**src/rtl/gcd_pkg.sv**
```systemverilog
// Shared types and constants for the GCD engine.
package gcd_pkg;

  localparam int unsigned GcdDefaultWidth = 4;

  typedef enum logic [1:0] {
    StIdle = 2'd0,
    StCalc = 2'd1,
    StDone = 2'd2
  } gcd_state_e;

endpackage

```
**src/rtl/gcd_datapath.sv**
```systemverilog
// Compare/select/subtract step of the subtractive GCD: one subtraction per call.
module gcd_datapath
  import gcd_pkg::*;
#(
  parameter int unsigned WIDTH = GcdDefaultWidth
) (
  input  logic [WIDTH-1:0] x_i,
  input  logic [WIDTH-1:0] y_i,
  output logic [WIDTH-1:0] x_next_o,
  output logic [WIDTH-1:0] y_next_o,
  output logic             done_o
);

  always_comb begin
    x_next_o = x_i;
    y_next_o = y_i;
    done_o   = (x_i == '0) || (y_i == '0) || (x_i == y_i);
    // Always subtract the smaller from the larger, so no underflow is possible.
    if (!done_o) begin
      if (x_i > y_i) begin
        x_next_o = x_i - y_i;
      end else begin
        y_next_o = y_i - x_i;
      end
    end
  end

endmodule

```
**src/rtl/gcd_engine.sv**
```systemverilog
// Subtractive GCD engine with valid/ready handshakes on operands and result.
// Define GCD_ITER_COUNT_EN to add the iter_count subtraction-counter output.
module gcd_engine
  import gcd_pkg::*;
#(
  parameter int unsigned WIDTH = GcdDefaultWidth
) (
  input  logic             clk,
  input  logic             rst,
  input  logic             start_valid,
  output logic             start_ready,
  input  logic [WIDTH-1:0] a_in,
  input  logic [WIDTH-1:0] b_in,
  output logic             done_valid,
  input  logic             done_ready,
  output logic [WIDTH-1:0] result
`ifdef GCD_ITER_COUNT_EN
  ,
  output logic [WIDTH-1:0] iter_count
`endif
);

  gcd_state_e       state_q, state_d;
  logic [WIDTH-1:0] x_q, x_d;
  logic [WIDTH-1:0] y_q, y_d;
  logic [WIDTH-1:0] result_q, result_d;
  logic [WIDTH-1:0] x_next, y_next;
  logic             step_done;

  gcd_datapath #(
    .WIDTH (WIDTH)
  ) u_datapath (
    .x_i      (x_q),
    .y_i      (y_q),
    .x_next_o (x_next),
    .y_next_o (y_next),
    .done_o   (step_done)
  );

  always_comb begin
    state_d  = state_q;
    x_d      = x_q;
    y_d      = y_q;
    result_d = result_q;
    unique case (state_q)
      StIdle: begin
        if (start_valid) begin
          x_d     = a_in;
          y_d     = b_in;
          state_d = StCalc;
        end
      end
      StCalc: begin
        if (step_done) begin
          result_d = x_q | y_q;
          state_d  = StDone;
        end else begin
          x_d = x_next;
          y_d = y_next;
        end
      end
      StDone: begin
        // No new accept here; start_ready only rises once back in idle.
        if (done_ready) begin
          state_d = StIdle;
        end
      end
      default: state_d = StIdle;
    endcase
  end

  always_ff @(posedge clk or posedge rst) begin
    if (rst) begin
      state_q  <= StIdle;
      x_q      <= '0;
      y_q      <= '0;
      result_q <= '0;
    end else begin
      state_q  <= state_d;
      x_q      <= x_d;
      y_q      <= y_d;
      result_q <= result_d;
    end
  end

  assign start_ready = (state_q == StIdle);
  assign done_valid  = (state_q == StDone);
  assign result      = result_q;

`ifdef GCD_ITER_COUNT_EN
  logic [WIDTH-1:0] cnt_q, cnt_d;

  always_comb begin
    cnt_d = cnt_q;
    if (state_q == StIdle && start_valid) begin
      cnt_d = '0;
    end else if (state_q == StCalc && !step_done) begin
      cnt_d = cnt_q + 1'b1;
    end
  end

  always_ff @(posedge clk or posedge rst) begin
    if (rst) begin
      cnt_q <= '0;
    end else begin
      cnt_q <= cnt_d;
    end
  end

  assign iter_count = cnt_q;
`endif

endmodule
```
**config.mk**
```make
export PLATFORM = sky130hd
export DESIGN_NAME = gcd_engine
export DESIGN_NICKNAME = d
export VERILOG_FILES = /design/src/rtl/gcd_pkg.sv /design/src/rtl/gcd_datapath.sv /design/src/rtl/gcd_engine.sv
export SDC_FILE = /design/constraint.sdc
export NUM_CORES = 1
export LEC_CHECK = 0
export CORE_UTILIZATION = 33
export DETAILED_ROUTE_END_ITERATION = 7
export PLACE_DENSITY_LB_ADDON = 0.2
export SKIP_CTS_REPAIR_TIMING = 1
export SLEW_MARGIN = 5
export SYNTH_ARGS = -nofsm -noshare
export SYNTH_HDL_FRONTEND = slang
export SYNTH_HIERARCHICAL = 1
export SYNTH_SLANG_ARGS = --single-unit
export TNS_END_PERCENT = 20
```
**constraint.sdc**
```tcl
create_clock -name clk -period 7.7 [get_ports clk]
set_input_delay 1.155 -clock clk [delete_from_list [all_inputs] [get_ports clk]]
set_output_delay 1.155 -clock clk [all_outputs]
set_load 0.02 [all_outputs]
```
# ---- Word level (Yosys, flattened, before mapping)
# Cells that the tools add are included.
dict set report classes {
  mux 12
  n_addsub 2
  order_cmp 1
  n_bitwise 1
  reduce_logical 10
  eq_ne 9
}
# operator n
set op_table {}
lappend op_table {{$mux 4} 6}
lappend op_table {{$pmux 4 s2} 2}
lappend op_table {{$logic_not 4->1} 2}
lappend op_table {{$ne 2x2->1 const B} 4}
lappend op_table {{$reduce_and 4->1} 2}
lappend op_table {{$sub 4x4->4} 2}
lappend op_table {{$mux 2} 3}
lappend op_table {{$pmux 2 s3} 1}
lappend op_table {{$eq 4x4->1} 1}
lappend op_table {{$gt 4x4->1} 1}
lappend op_table {{$ne 2x1->1 const B} 2}
lappend op_table {{$or 4x4->4} 1}
lappend op_table {{$reduce_and 3->1} 1}
lappend op_table {{$eq 2x1->1 const B} 1}
lappend op_table {{$eq 2x2->1 const B} 1}
lappend op_table {{$logic_not 2->1} 1}
lappend op_table {{$logic_or 1x1->1} 2}
lappend op_table {{$reduce_and 2->1} 1}
lappend op_table {{$reduce_bool 2->1} 1}
dict set report totals {
  inputBits 12
  register_bits 14
}

# ---- Longest topological paths before layout
dict set report logic_depth {
  depth_word 5
  depth_mapped 9
  ltp_nobuf 9
}

# ---- Modules after synthesis
# The synthesis kept the hierarchy.
# module area_per_inst_um2 seq_area_each_um2 instances cells_per_inst
set modules_own_cells {}
lappend modules_own_cells {gcd_engine 718.2 350.3 1 53}
lappend modules_own_cells {gcd_datapath 400.4 0.0 1 43}

# ---- Least setup slack after synthesis
# OpenSTA, ideal clock, no wires.
dict set report synth_timing {
  path_type {reg-to-reg}
  start {register x_q[0]}
  end {register x_q[3]}
  setup_ns 0.125
  stages_incl_launch_ff 10
  slack_ns 5.228
  n_path_buf 0
  arrival_time_ns 2.347
  t_required_ns 7.575
  path_cell_list {dfrtp_1 > inv_1 > ha_1 > fa_1 > nor2b_1 > o21ai_4 > a21oi_4 > mux2_4 > mux2_4 > mux2_4}
}
dict set report synth_via {
  word_cells_on_any_way 12
  cone_classes {1 x add/sub; 1 x order compare; 3 x eq/ne; 3 x mux; 4 x reduce/logical}
}
# element line
set synth_lines {}
lappend synth_lines {{start: declaration} gcd_engine.sv:24} ;# logic [WIDTH-1:0] x_q, x_d;
lappend synth_lines {{start signal: assignment} gcd_engine.sv:75} ;# x_q <= '0;
lappend synth_lines {{start signal: assignment} gcd_engine.sv:80} ;# x_q <= x_d;
lappend synth_lines {{$sub 4x4->4} gcd_datapath.sv:21} ;# x_next_o = x_i - y_i;
lappend synth_lines {{$mux 4} gcd_datapath.sv:20} ;# if (x_i > y_i) begin
lappend synth_lines {{named net x_next[3]} gcd_engine.sv:27} ;# logic [WIDTH-1:0] x_next, y_next;
lappend synth_lines {{$mux 4} gcd_engine.sv:54} ;# if (step_done) begin
lappend synth_lines {{$pmux 4 s2} gcd_engine.sv:45} ;# unique case (state_q)
# The timed path passes the listed nets, and every way through them passes these cells. The select of a mux whose other input is x is not followed.
# A chain may end at the register's enable or synchronous reset.

# ---- Worst setup path in the final report
# Same ends and word-level chain as after synthesis.

==> reports/results.tsv <==
metric	value	unit
synth.most_common_cell	mux2_4	
die_width	60.2	µm
synth_common_cells	mux2_4, dfrtp_1, inv_1	
hpwl	1610	µm
synth_cells	96	
syn_nets	117	
worst-path-buf-inv	1	
hp-class	reg2reg	
rsz0062_at_grt	false	
cts_tree	built	
ys_async_sr_fraction	100	%
drive_gt1_share	24.3	%
cp.depth	9	
synth_top_area_share	31.3	%
syn_avg_cell_area	11.7	µm²
use_met1	19.0	%
synth.area.top_cells	dfrtp_1, mux2_4, ha_1	
nNetsFinal	137	
path_common_cell	mux2_4	
grt_overflow	0	
hold_viol_final	0	
antenna_cells	0	
synth_xor_area_share	3.13	%
pin_count	18	
root_buffer	clkbuf_4	
synth_top_family_by_area	multiplexers	
timing.final.crit_share	35.0	%
end_kind	flop	
netlist_area	1120	µm²
slowest_stage	dfrtp_1	
skew	0.00347	ns
drv_cap	0	
crit_type	reg2reg	
io_buffers	17	
worst_pin_slew	1.01	ns
synth_cell_types	25	
min_path_cells	2	
path_max_fanout	5	
place_congestion	0.775	
vias_per_cell	4.53	
dieHeight	60.2	µm
use_met3	4.11	%
coreArea	3130	µm²
fmax	0.371	GHz
clk_pin_slew	0.08	ns
cts_sinks	14	
track_usage	13.2	%
reg2reg_depth	9	
grt_max_degree	15	
synth-seq-cells	14	
grt_pass1_vias	718	
synth_ff_type	dfrtp_1	
start_kind	flop	
grt_pass1_wl	3460	µm
fin_util	43.6	%
synth.largest_area_cell	dfrtp_1	
dr.pass1.iters	4	
drt_iter0_drc	15	
status	finished clean	
initial_utilization	35.8	%
dieArea	3630	µm²
busiest_layer	met2	
relSlewSlack	32.2	%
grt_antenna_before_repair	0	
synth-edff-count	0	
synth_compound_area_share	7.94	%
min_period	2.70	ns
route.detailed.drc	0	
ys_warn_count	6	
drt-total-wl	2050	µm
htreeDepth	1	
use_met2	19.5	%
clockBufferDepth	2	
crit_chain	inv_1, ha_1, fa_1, nor2b_1, o21ai_4, a21oi_4, mux2_4, mux2_4, mux2_4	
num_vias	720	
antenna_left	0	
rows	20	
drv_slew	0	
arrival	2.86	ns
setup_tns	0	ns
synthAdderAreaFrac	11.4	%
cp_slowest_stage_delay	0.45	ns
yosys.area_share.simple	12.6	%
clock_latency	0.27	ns
syn_to_final_growth	21.9	%
numCtsBuffers	3	
cp_top_family	multiplexers	
setup_viol_count_final	0	
synth-seq-area-share	31.3	%
post_drt_wl_per_cell	12.9	µm
synth_mux_area_share	29.1	%
required	7.86	ns
## cell type report
type                            instances  area, µm²
Multi-Input combinational cell         71        718
Tap cell                               44       55.1
Sequential cell                        14        350
Inverter                                9       33.8
Timing Repair Buffer                   17        170
Clock buffer                            4       36.3
Fill cell                             302       1760
## per-stage QoR
| step | area (µm²) | cells | hold WS (ns) | worst slack, ns |
|---|---|---|---|---|
| floorplan | 1120 | 96 | 0.519 | 5.23 |
| global placement | 1330 | 155 | 0.466 | 5.04 |
| detailed placement | 1330 | 155 | 0.471 | 5.01 |
| CTS | 1360 | 159 | 0.490 | 4.98 |
| global route | 1360 | 159 | 0.512 | 4.89 |
| finish | 1360 | 159 | 0.485 | 5.00 |
## cells in the final DEF (no fill, tap or decap), types with 3 or more instances in the layout
cell / synthesis / layout
mux2_4: 17 / 17
clkdlybuf4s50_1: 0 / 17
dfrtp_1: 14 / 14
inv_1: 8 / 8
mux2i_1: 7 / 7
ha_1: 7 / 7
nand2_1: 6 / 6
o21ai_0: 6 / 6
nor2_1: 5 / 5
nor2b_1: 3 / 3
nand2b_1: 3 / 3
clkbuf_4: 0 / 3
xor2_1: 3 / 3
## state kept, by name (all words and copies together), names as in the netlist
register and cells:
x_q 4, y_q 4, state_q 2, result 4
## cell families (layout without fill, tap and decap cells)
group,count (synthesis),after routing
adder cells (fa/ha/maj),9,9
AO/OA/AOI/OAI,11,11
flip-flops,14,14
XOR/XNOR,4,4
buffers and inverters,11,30
multiplexers,24,24
AND/OR/NAND/NOR,23,23
## tightest hold or removal path: stages, from the launching register on
cell	delay, ns
dfrtp_1	0.35
nand2_1	0.05
o21ai_0	0.06
## final timing paths
check	slack [ns]	from	end
min	0.49	result[1]	result[1]
max in group asynchronous	6.14	rst	y_q[3]
min in group asynchronous	1.21	rst	result[1]
min reg2reg	0.49	result[1]	result[1]
max reg2reg	5.00	x_q[0]	x_q[3]
max	5.00	x_q[0]	x_q[3]
## metal layers
metal  wire length [µm]  vias to the layer above
met1               1070                      337
met3                 98                        0
met5                  0                        -
li1                   -                      367
met4                  0                        0
met2                877                       16
Power is left out: the tool's default activity adds up to more than one toggle a clock period on the data nets, which glitch-free logic cannot reach.
